File: src/rtl/alu_sequencer_if.sv
// Request/response handshake bundle between the instruction decoder and alu_sequencer.
interface alu_sequencer_if;
    logic       req_valid;
    logic       req_ready;
    logic [3:0] req_op;
    logic [7:0] req_a;
    logic [7:0] req_b;
    logic       req_c;
    logic       rsp_valid;
    logic       rsp_ready;
    logic [7:0] rsp_result;
    logic       rsp_wr;
    logic [3:0] rsp_flags;
    logic [3:0] rsp_flag_mask;
    logic       rsp_illegal;

    modport master (
        output req_valid, req_op, req_a, req_b, req_c, rsp_ready,
        input  req_ready, rsp_valid, rsp_result, rsp_wr, rsp_flags, rsp_flag_mask, rsp_illegal
    );

    modport slave (
        input  req_valid, req_op, req_a, req_b, req_c, rsp_ready,
        output req_ready, rsp_valid, rsp_result, rsp_wr, rsp_flags, rsp_flag_mask, rsp_illegal
    );
endinterface

File: src/rtl/alu_sequencer.sv
// Sequences an external combinational 8-bit ALU through one or two passes to run
// the 6502 accumulator / read-modify-write ops (binary mode only).
module alu_sequencer (
    input  logic           clk,
    input  logic           rst_n,
    alu_sequencer_if.slave bus,
    output logic           alu_add_en,
    output logic           alu_and_en,
    output logic           alu_xor_en,
    output logic           alu_or_en,
    output logic           alu_sr_en,
    output logic [7:0]     alu_a,
    output logic [7:0]     alu_b,
    output logic           alu_carry_in,
    input  logic [7:0]     alu_result,
    input  logic           alu_carry_out,
    input  logic           alu_ovflw
);
    localparam logic [3:0] OP_ADC = 4'd0,  OP_SBC = 4'd1,  OP_AND = 4'd2,  OP_ORA = 4'd3;
    localparam logic [3:0] OP_EOR = 4'd4,  OP_CMP = 4'd5,  OP_ASL = 4'd6,  OP_LSR = 4'd7;
    localparam logic [3:0] OP_ROL = 4'd8,  OP_ROR = 4'd9,  OP_INC = 4'd10, OP_DEC = 4'd11;
    localparam logic [3:0] OP_BIT = 4'd12;

    typedef enum logic [1:0] {IDLE, PASS1, PASS2, RESP} state_t;

    typedef struct packed {
        logic [3:0] op;
        logic [7:0] a;
        logic [7:0] b;
        logic       c;
    } req_t;

    state_t     state_q, state_d;
    req_t       req_q;
    logic [7:0] tmp_q;
    logic       c1_q;
    logic       accept, legal, fin_pass;

    logic       rsp_valid_q, rsp_wr_q, rsp_illegal_q;
    logic [7:0] rsp_result_q;
    logic [3:0] rsp_flags_q, rsp_mask_q;
    logic [3:0] flags_d, mask_d;
    logic       wr_d, res_n, res_z;

    assign bus.req_ready     = (state_q == IDLE);
    assign bus.rsp_valid     = rsp_valid_q;
    assign bus.rsp_result    = rsp_result_q;
    assign bus.rsp_wr        = rsp_wr_q;
    assign bus.rsp_flags     = rsp_flags_q;
    assign bus.rsp_flag_mask = rsp_mask_q;
    assign bus.rsp_illegal   = rsp_illegal_q;

    assign accept   = bus.req_valid && bus.req_ready;
    assign legal    = (bus.req_op <= OP_BIT);
    assign fin_pass = (state_q == PASS1 && req_q.op != OP_ROR) || (state_q == PASS2);

    always_comb begin
        state_d = state_q;
        unique case (state_q)
            IDLE:    if (accept) state_d = legal ? PASS1 : RESP;
            PASS1:   state_d = (req_q.op == OP_ROR) ? PASS2 : RESP;
            PASS2:   state_d = RESP;
            RESP:    if (bus.rsp_ready) state_d = IDLE;
            default: state_d = IDLE;
        endcase
    end

    always_comb begin
        alu_add_en   = 1'b0;
        alu_and_en   = 1'b0;
        alu_xor_en   = 1'b0;
        alu_or_en    = 1'b0;
        alu_sr_en    = 1'b0;
        alu_a        = 8'h00;
        alu_b        = 8'h00;
        alu_carry_in = 1'b0;
        if (state_q == PASS1) begin
            alu_a = req_q.a;
            unique case (req_q.op)
                OP_ADC:         begin alu_add_en = 1'b1; alu_b = req_q.b;  alu_carry_in = req_q.c; end
                OP_SBC:         begin alu_add_en = 1'b1; alu_b = ~req_q.b; alu_carry_in = req_q.c; end
                OP_CMP:         begin alu_add_en = 1'b1; alu_b = ~req_q.b; alu_carry_in = 1'b1;    end
                OP_AND, OP_BIT: begin alu_and_en = 1'b1; alu_b = req_q.b; end
                OP_ORA:         begin alu_or_en  = 1'b1; alu_b = req_q.b; end
                OP_EOR:         begin alu_xor_en = 1'b1; alu_b = req_q.b; end
                OP_ASL:         begin alu_add_en = 1'b1; alu_b = req_q.a; end
                OP_ROL:         begin alu_add_en = 1'b1; alu_b = req_q.a; alu_carry_in = req_q.c; end
                OP_LSR, OP_ROR: alu_sr_en = 1'b1;
                OP_INC:         begin alu_add_en = 1'b1; alu_carry_in = 1'b1; end
                OP_DEC:         begin alu_add_en = 1'b1; alu_b = 8'hFF; end
                default:        alu_a = 8'h00;
            endcase
        end else if (state_q == PASS2) begin
            // ROR second pass: merge the old carry into bit 7 of the shifted value
            alu_or_en = 1'b1;
            alu_a     = tmp_q;
            alu_b     = {req_q.c, 7'b0};
        end
    end

    assign res_n = alu_result[7];
    assign res_z = (alu_result == 8'h00);

    always_comb begin
        flags_d = 4'b0000;
        mask_d  = 4'b0000;
        wr_d    = 1'b0;
        unique case (req_q.op)
            OP_ADC, OP_SBC:         begin flags_d = {res_n, alu_ovflw, res_z, alu_carry_out}; mask_d = 4'b1111; wr_d = 1'b1; end
            OP_CMP:                 begin flags_d = {res_n, 1'b0, res_z, alu_carry_out};      mask_d = 4'b1011; end
            OP_AND, OP_ORA, OP_EOR: begin flags_d = {res_n, 1'b0, res_z, 1'b0};               mask_d = 4'b1010; wr_d = 1'b1; end
            OP_BIT:                 begin flags_d = {req_q.b[7], req_q.b[6], res_z, 1'b0};    mask_d = 4'b1110; end
            OP_ASL, OP_ROL, OP_LSR: begin flags_d = {res_n, 1'b0, res_z, alu_carry_out};      mask_d = 4'b1011; wr_d = 1'b1; end
            OP_ROR:                 begin flags_d = {res_n, 1'b0, res_z, c1_q};               mask_d = 4'b1011; wr_d = 1'b1; end
            OP_INC, OP_DEC:         begin flags_d = {res_n, 1'b0, res_z, 1'b0};               mask_d = 4'b1010; wr_d = 1'b1; end
            default:                wr_d = 1'b0;
        endcase
    end

    always_ff @(posedge clk or negedge rst_n) begin
        if (!rst_n) begin
            state_q       <= IDLE;
            req_q         <= '0;
            tmp_q         <= 8'h00;
            c1_q          <= 1'b0;
            rsp_valid_q   <= 1'b0;
            rsp_result_q  <= 8'h00;
            rsp_flags_q   <= 4'b0000;
            rsp_mask_q    <= 4'b0000;
            rsp_wr_q      <= 1'b0;
            rsp_illegal_q <= 1'b0;
        end else begin
            state_q     <= state_d;
            rsp_valid_q <= (state_d == RESP);
            if (accept)
                req_q <= '{op: bus.req_op, a: bus.req_a, b: bus.req_b, c: bus.req_c};
            if (state_q == PASS1 || state_q == PASS2) begin
                tmp_q <= alu_result;
                c1_q  <= alu_carry_out;
            end
            if (accept && !legal) begin
                rsp_result_q  <= bus.req_a;
                rsp_flags_q   <= 4'b0000;
                rsp_mask_q    <= 4'b0000;
                rsp_wr_q      <= 1'b0;
                rsp_illegal_q <= 1'b1;
            end else if (fin_pass) begin
                rsp_result_q  <= alu_result;
                rsp_flags_q   <= flags_d;
                rsp_mask_q    <= mask_d;
                rsp_wr_q      <= wr_d;
                rsp_illegal_q <= 1'b0;
            end
        end
    end
endmodule

File: src/flat_wrapper.sv
// flat-port wrapper written by rule: the top's interface ports become plain ports
module alu_sequencer_flat 
  (clk, rst_n, alu_add_en, alu_and_en, alu_xor_en, alu_or_en, alu_sr_en, alu_a, alu_b, alu_carry_in, alu_result, alu_carry_out, alu_ovflw, bus_req_valid, bus_req_op, bus_req_a, bus_req_b, bus_req_c, bus_rsp_ready, bus_req_ready, bus_rsp_valid, bus_rsp_result, bus_rsp_wr, bus_rsp_flags, bus_rsp_flag_mask, bus_rsp_illegal);
  alu_sequencer_if bus_i ();
  input  logic clk;
  input  logic rst_n;
  output logic alu_add_en;
  output logic alu_and_en;
  output logic alu_xor_en;
  output logic alu_or_en;
  output logic alu_sr_en;
  output logic [7:0] alu_a;
  output logic [7:0] alu_b;
  output logic alu_carry_in;
  input  logic [7:0] alu_result;
  input  logic alu_carry_out;
  input  logic alu_ovflw;
  input wire logic [$bits(bus_i.req_valid)-1:0] bus_req_valid;
  input wire logic [$bits(bus_i.req_op)-1:0] bus_req_op;
  input wire logic [$bits(bus_i.req_a)-1:0] bus_req_a;
  input wire logic [$bits(bus_i.req_b)-1:0] bus_req_b;
  input wire logic [$bits(bus_i.req_c)-1:0] bus_req_c;
  input wire logic [$bits(bus_i.rsp_ready)-1:0] bus_rsp_ready;
  output wire logic [$bits(bus_i.req_ready)-1:0] bus_req_ready;
  output wire logic [$bits(bus_i.rsp_valid)-1:0] bus_rsp_valid;
  output wire logic [$bits(bus_i.rsp_result)-1:0] bus_rsp_result;
  output wire logic [$bits(bus_i.rsp_wr)-1:0] bus_rsp_wr;
  output wire logic [$bits(bus_i.rsp_flags)-1:0] bus_rsp_flags;
  output wire logic [$bits(bus_i.rsp_flag_mask)-1:0] bus_rsp_flag_mask;
  output wire logic [$bits(bus_i.rsp_illegal)-1:0] bus_rsp_illegal;
  assign bus_i.req_valid = bus_req_valid;
  assign bus_i.req_op = bus_req_op;
  assign bus_i.req_a = bus_req_a;
  assign bus_i.req_b = bus_req_b;
  assign bus_i.req_c = bus_req_c;
  assign bus_i.rsp_ready = bus_rsp_ready;
  assign bus_req_ready = bus_i.req_ready;
  assign bus_rsp_valid = bus_i.rsp_valid;
  assign bus_rsp_result = bus_i.rsp_result;
  assign bus_rsp_wr = bus_i.rsp_wr;
  assign bus_rsp_flags = bus_i.rsp_flags;
  assign bus_rsp_flag_mask = bus_i.rsp_flag_mask;
  assign bus_rsp_illegal = bus_i.rsp_illegal;
  alu_sequencer u_core (.clk(clk), .rst_n(rst_n), .bus(bus_i), .alu_add_en(alu_add_en), .alu_and_en(alu_and_en), .alu_xor_en(alu_xor_en), .alu_or_en(alu_or_en), .alu_sr_en(alu_sr_en), .alu_a(alu_a), .alu_b(alu_b), .alu_carry_in(alu_carry_in), .alu_result(alu_result), .alu_carry_out(alu_carry_out), .alu_ovflw(alu_ovflw));
endmodule
File: config.mk
export PLATFORM = sky130hd
export DESIGN_NAME = alu_sequencer_flat
export DESIGN_NICKNAME = d
export VERILOG_FILES = /design/src/rtl/alu_sequencer_if.sv /design/src/rtl/alu_sequencer.sv /design/src/flat_wrapper.sv
export SDC_FILE = /design/constraint.sdc
export NUM_CORES = 1
export LEC_CHECK = 0
export BUFFER_PORTS_ARGS = -buffer_cell sky130_fd_sc_hd__buf_2
export CAP_MARGIN = 20
export CORE_MARGIN = 2
export CORE_UTILIZATION = 49
export CTS_CLUSTER_DIAMETER = 150
export CTS_CLUSTER_SIZE = 28
export DETAILED_ROUTE_END_ITERATION = 7
export GPL_TIMING_DRIVEN = 0
export PLACE_DENSITY = 0.75
export SLEW_MARGIN = 40
export SYNTH_ARGS = -nofsm -noshare
export SYNTH_HDL_FRONTEND = slang
export SYNTH_SLANG_ARGS = --single-unit
File: constraint.sdc
create_clock -name clk -period 3.2 [get_ports clk]
set_input_delay 0.8 -clock clk [delete_from_list [all_inputs] [get_ports clk]]
set_output_delay 0.8 -clock clk [all_outputs]
set_load 0.02 [all_outputs]
==> results of run 1 <==
-- sequential cells by signal, indices dropped and copies added (netlist names) --
signal	flops
u_core.bus.rsp_flag_mask	3
u_core.bus.rsp_flags	4
u_core.bus.rsp_illegal	1
u_core.bus.rsp_result	8
u_core.bus.rsp_valid	1
u_core.bus.rsp_wr	1
u_core.c1_q	1
u_core.req_q	21
u_core.state_q	2
u_core.tmp_q	8
-- layout by cell type, fill, tap and decap left out, types with 7 or more instances in the layout --
cell type / n
a21oi_1: 9
a221oi_1: 7
a22o_1: 9
a31oi_1: 10
buf_2: 84
dfrtp_1: 50
mux2_2: 28
nand2_1: 43
nor2_1: 32
o221ai_1: 7
-- cell families after synthesis --
logic type,Yosys count
AO/OA/AOI/OAI,68
AND/OR/NAND/NOR,106
multiplexers,28
buffers and inverters,27
adder cells (fa/ha/maj),4
flip-flops,50
-- routing by layer --
layer,track usage,vias up,part of all wire
li1,-,1187,-
met1,0.337,1219,0.44
met2,0.393,97,0.48
met3,0.0396,12,0.058
met4,0.0828,0,0.022
met5,0,-,0
-- worst paths after layout --
kind | startpoint | end | slack, ns
min | u_core.bus.rsp_illegal | u_core.bus.rsp_illegal | 0.48
min reg2reg | u_core.bus.rsp_illegal | u_core.bus.rsp_illegal | 0.48
max | u_core.state_q[1] | alu_and_en | 0.24
max in group asynchronous | rst_n | u_core.req_q[14] | 2.27
max reg2reg | u_core.state_q[0] | u_core.bus.rsp_result[1] | 1.25
min in group asynchronous | rst_n | u_core.bus.rsp_flags[3] | 0.49
-- cell type report --
| type | instances | area, µm² | area share |
|---|---|---|---|
| Clock inverter | 2 | 17.5 | 0.00519 |
| Sequential cell | 50 | 1250 | 0.370 |
| Clock buffer | 6 | 82.6 | 0.0244 |
| Buffer | 22 | 135 | 0.0400 |
| Timing Repair Buffer | 76 | 383 | 0.113 |
| Inverter | 5 | 18.8 | 0.00556 |
| Tap cell | 72 | 90.1 | 0.0267 |
| Multi-Input combinational cell | 206 | 1400 | 0.414 |
-- worst max-delay path: stages, from the launching register on --
cell      delay, ns
dfrtp_1        0.44
inv_1          0.09
ha_1           0.34
clkbuf_1       0.42
inv_1          0.15
nor3_1         0.20
buf_2          0.19
-- where the power goes --
group | switching [mW] | leakage, nW | internal [mW]
registers | 0.229 | 0.600 | 0.946
clock network | 0.222 | 0.0514 | 0.178
logic | 1.42 | 0.954 | 1.02
total | 1.87 | 1.61 | 2.14
==> impl_results.md, run 1 <==
- Synth Area in Simple Gates: 0.178
- Vias in the first global route: between 2,000 and 2,500
- Final instance area: ~3400 µm²
- Synth area leaders: dfrtp_1 (45%), mux2_2 (11%), nand2_1 (5.8%), nor2_1 (4.3%), a22o_1 (2.8%)
- Gr usage total: 0.245
- Syn. warnings: 0
- Synth Area per Inst: between 9 and 10 µm²
- Peak supply drop: 0.542 mV
- Post-CTS Hold Buffers: 0
- R2R depth: 8
- DR pass1 iterations: 4
- Number of flops mapped to enable cells by yosys: 0
- Post-synth ARST share: 1.00
- Synth Area in Compound Gates: 0.190
- Mapped Area: between 2000 and 3000 µm²
- Cell Rows: 27
- Worst-skew pair later-pin latency: about 0.31 ns
- Hold depth: 2
- Num CTS Buffers: 5
- Place WS: ~0.65 ns
- RSZ-0062 raised after global routing: no
- Full die area: between 6000 and 7000 µm²
- Cell taking the most area after synthesis: dfrtp_1
- Worst Setup Start Kind: flip-flop
- Initial antenna violation count: 0
- Placer congestion estimate: 0.895
- Hold slack: between 0.4 and 0.5 ns
- Nets@finish: a little over 400
- Dpl cells: approximately 430
- PnR worst setup slack: approximately 0.24 ns
- Worst slew pin tran: between 0.6 and 0.7 ns
- Count leader, synth: dfrtp_1
- Top post-synthesis cells by count: dfrtp_1 (50), nand2_1 (43), nor2_1 (32), mux2_2 (28), a31oi_1 (10)
- Worst min path class: flip-flop to flip-flop
- Seq/Total Area, Yosys: 0.446
- DP Area: 3280 µm²
- Post-CTS setup-driven buffer insertion count: 0
- CTS max path bufs: 2
- CORE AREA: about 5500 µm²
- Crit path DAT: about 2.2 ns
- Die W: around 80 µm
- Setup-failing EPs final: 0
- Routed wire length: 7310 µm
- FMAX: around 0.34 GHz
- # Max-Cap Violations: 0
- Area grow syn2layout: 20.4%
- Post-synthesis mux area share: 0.112
- Crit path max fanout: 10
- #FFs+latches synth: 50
- Post-layout minimum cycle time: slightly below 3 ns
- Clock net sink count: 50
- Ant. Diodes: 0
- Starting Density: 0.509
- Ports: 77
- Root buffer cell: clkbuf_8
- CTS tree: done
- Final ANT Viol Nets: 0
- H-tree depth: 2
- # DRC: 0
- Tot Pwr: 4.01 mW
- Fillcell total: 477
- Syn nets: roughly 320
- Detailed-route wire length per cell: approximately 17 µm
- CP Capture Type: primary output
- Synth top area share: 0.446
- Max Slew Vio Count: 0
- Die height: roughly 80 µm
- Setup TNS Final: 0 ns
- Pwr dens: 1190 nW/µm²
- IO Port Bufs: 76
- Largest net degree at the start of global routing: roughly 50
- Clock skew: ~0.013 ns
- Via count: approximately 2,500
- Main synth FF type: dfrtp_1
- Largest family of logic cells by synthesized area: compound AO/OA/AOI/OAI gates
- Fraction of the mapped netlist area in adder cells: 0.0178
- First-pass GRT wire length: 12,000 µm
- Clock transition at the registers of the reported paths: ~0.1 ns
- Final period util: 0.923
- Final Hold Vio Count: 0
- Distinct cell type count after synthesis: between 40 and 50
- Leakage power: 1.61 nW
- Initial DRC count: between 300 and 400
- CP required: ~2.4 ns
- Via/cell ratio: between 5 and 6
- Crit Path Category: flip-flop to primary output
- Post-synthesis cell count: 283
- Share of layout cells above drive strength 1: 0.362
- HPWL after DPL: 5420 µm
- Status: complete, no violations
- Finished Layout Cells: between 400 and 500
- Worst rel slew slack: 0.576
- XOR/XNOR Fraction of Synth Area: 0
- Resized cells post-CTS: 0
- Grt total ovfl: 0
- Post-Route Utilization: 0.613
(Power assumes the default switching activity.)
==> inputs of run 2 (changes only) <==
--- a/config.mk
+++ b/config.mk
@@ -8,12 +8,11 @@
 export BUFFER_PORTS_ARGS = -buffer_cell sky130_fd_sc_hd__buf_2
 export CAP_MARGIN = 20
 export CORE_MARGIN = 2
-export CORE_UTILIZATION = 49
+export CORE_UTILIZATION = 32
 export CTS_CLUSTER_DIAMETER = 150
 export CTS_CLUSTER_SIZE = 28
 export DETAILED_ROUTE_END_ITERATION = 7
 export GPL_TIMING_DRIVEN = 0
-export PLACE_DENSITY = 0.75
 export SLEW_MARGIN = 40
 export SYNTH_ARGS = -nofsm -noshare
 export SYNTH_HDL_FRONTEND = slang
==> run 2 against run 1 <==
First-iteration DRC count fell by 56%. Total power is 1.9% higher. Clock skew fell by 0.0059 ns. Routed wire length rose by 11%. Largest power group unchanged. Highest routed layer unchanged.
==> impl_results.md, run 2 (synthesis results as in run 1) <==
- Detailed-route wire length per cell: 17.1 µm (was 16.7 µm)
- Commonest non-fill, non-tap cells in the layout: buf_2 (84), dfrtp_1 (50), nand2_1 (43), nor2_1 (32), mux2_2 (28) (unchanged)
- Max Slew Vio Count: 0 (unchanged)
- IO Port Bufs: 76 (unchanged)
- Via/cell ratio: 5.34 (was 5.73)
- Place WS: 0.582 ns (was 0.647 ns)
- CP cell instances: inv_1 > ha_1 > clkbuf_1 > inv_1 > nor3_1 > buf_2 (unchanged)
- DR pass1 iterations: 5 (was 4)
- First-pass GRT wire length: 13,100 µm (was 12,000 µm)
- Pwr dens: 1190 nW/µm² (about the same)
- Hold slack: 0.486 ns (was 0.481 ns)
- Post-CTS setup-driven buffer insertion count: 0 (unchanged)
- Crit Path Category: flip-flop to primary output (unchanged)
- Initial DRC count: 134 (was 307)
- Largest Register: u_core.req_q (unchanged)
- CTS max path bufs: 2 (unchanged)
- CP max stage delay: 0.44 ns (about the same)
- # DRC: 0 (unchanged)
- Leading cell type in the layout, fill and taps excluded: buf_2 (unchanged)
- Worst slew pin tran: 0.656 ns (was 0.635 ns)
- Num CTS Buffers: 5 (unchanged)
- Largest net degree at the start of global routing: 51 (unchanged)
- CP dominant cell by count: inv_1 (unchanged)
- Via count: 2,538 (was 2,515)
- Worst Setup Start Kind: flip-flop (unchanged)
- Status: complete, no violations (unchanged)
- Post-layout minimum cycle time: 3.00 ns (was 2.96 ns)
- Resized cells post-CTS: 0 (unchanged)
- Clock net sink count: 50 (unchanged)
- Starting Density: 0.326 (was 0.509)
- Top Usage Layer GRT: met2 (unchanged)
- CP max stage cell: dfrtp_1 (unchanged)
- Fillcell total: 886 (was 477)
- Die height: 97.6 µm (was 79.7 µm)
- Cell Rows: 34 (was 27)
- HPWL after DPL: 5970 µm (was 5420 µm)
- Crit path max fanout: 10 (unchanged)
- Number of flip-flops under the largest register name: 21 (unchanged)
- Ant. Diodes: 0 (unchanged)
- Worst-skew pair later-pin latency: 0.30 ns (was 0.31 ns)
- Met3 Use GR: 0.0388 (was 0.0396)
- CP required: 2.40 ns (about the same)
- Root buffer cell: clkbuf_8 (unchanged)
- PnR worst setup slack: 0.196 ns (was 0.245 ns)
- Post-CTS Hold Buffers: 0 (unchanged)
- RSZ-0062 raised after global routing: no (unchanged)
- Crit path DAT: 2.20 ns (was 2.16 ns)
- Placer congestion estimate: 0.908 (was 0.895)
- Leakage power: 1.61 nW (about the same)
- CP Capture Type: primary output (unchanged)
- Setup TNS Final: 0 ns (unchanged)
- Initial antenna violation count: 0 (unchanged)
- Worst min path class: flip-flop to flip-flop (unchanged)
- Ports: 77 (unchanged)
- Dpl cells: 467 (was 431)
- Nets@finish: 405 (unchanged)
- Setup-failing EPs final: 0 (unchanged)
- Full die area: 9530 µm² (was 6350 µm²)
- CORE AREA: 8590 µm² (was 5510 µm²)
- Final period util: 0.939 (was 0.923)
- FMAX: 0.333 GHz (was 0.338 GHz)
- Finished Layout Cells: 475 (was 439)
- H-tree depth: 2 (unchanged)
- Clock skew: 0.00716 ns (was 0.0130 ns)
- Post-Route Utilization: 0.399 (was 0.613)
- Share of layout cells above drive strength 1: 0.357 (was 0.362)
- Grt total ovfl: 0 (unchanged)
- Routed wire length: 8110 µm (was 7310 µm)
- Clock transition at the registers of the reported paths: 0.09 ns (was 0.10 ns)
- Gr usage total: 0.172 (was 0.245)
- Final ANT Viol Nets: 0 (unchanged)
- Worst rel slew slack: 0.563 (was 0.576)
- Vias in the first global route: 2,482 (was 2,437)
- Peak supply drop: 0.438 mV (was 0.542 mV)
- GR Util met1: 0.239 (was 0.337)
- Final Hold Vio Count: 0 (unchanged)
- # Max-Cap Violations: 0 (unchanged)
- Area grow syn2layout: 22.3% (was 20.4%)
- Die W: 97.6 µm (was 79.7 µm)
- CTS tree: done (unchanged)
- Grt met2 use: 0.271 (was 0.393)
run 2: cell count changes in the layout (fill, tap and decap cells not counted):
cell / before / now
bufinv_16: 0 / 1
clkbuf_8: 6 / 5
clkinv_4: 2 / 0
clkbuf_1: 3 / 5
run 2: layout make-up:
cell class,instances,area [µm²],area share
clock buffer,7,76.3,0.0223
buffer,22,135,0.0394
timing repair buffer,76,383,0.112
multi-input combinational,206,1400,0.408
sequential,50,1250,0.365
tap,108,135,0.0394
clock inverter,1,30.0,0.00876
inverter,5,18.8,0.00547
run 2: final timing paths:
path	start	slack (ns)	depth (start not counted)	end
max in group asynchronous	rst_n	2.25	1	u_core.bus.rsp_flags[2]
max	u_core.state_q[1]	0.20	6	alu_and_en
min in group asynchronous	rst_n	0.50	1	u_core.req_q[17]
max reg2reg	u_core.state_q[1]	1.18	8	u_core.bus.rsp_result[1]
min	u_core.bus.rsp_illegal	0.49	2	u_core.bus.rsp_illegal
min reg2reg	u_core.bus.rsp_illegal	0.49	2	u_core.bus.rsp_illegal
run 2: per-layer routing:
layer	part of all wire	up-vias	routed length, µm
li1	-	1189	-
met5	0	-	0
met1	0.45	1223	3670
met4	0.015	0	121
met2	0.46	116	3740
met3	0.072	10	586
run 2: worst max-delay path, delay by kind of cell, from the launching register on:
| kind | cells | cell delay (ns) |
|---|---|---|
| adder cells (fa/ha/maj) | 1 | 0.36 |
| buffers and inverters | 4 | 0.86 |
| flip-flops | 1 | 0.44 |
| AND/OR/NAND/NOR | 1 | 0.24 |
run 2: report_power, final:
| part | leakage [nW] | total, mW | switching, mW | internal (mW) |
|---|---|---|---|---|
| clock | 0.0524 | 0.447 | 0.213 | 0.234 |
| sequential | 0.600 | 1.18 | 0.238 | 0.946 |
| combinational | 0.954 | 2.46 | 1.44 | 1.02 |
run 2: per-stage QoR:
step	total power, mW	area [µm²]
after floorplan	2.94	2810
after global placement	3.60	3320
after detailed placement	3.64	3320
after CTS	4.09	3430
after global routing	4.41	3430
final	4.09	3430
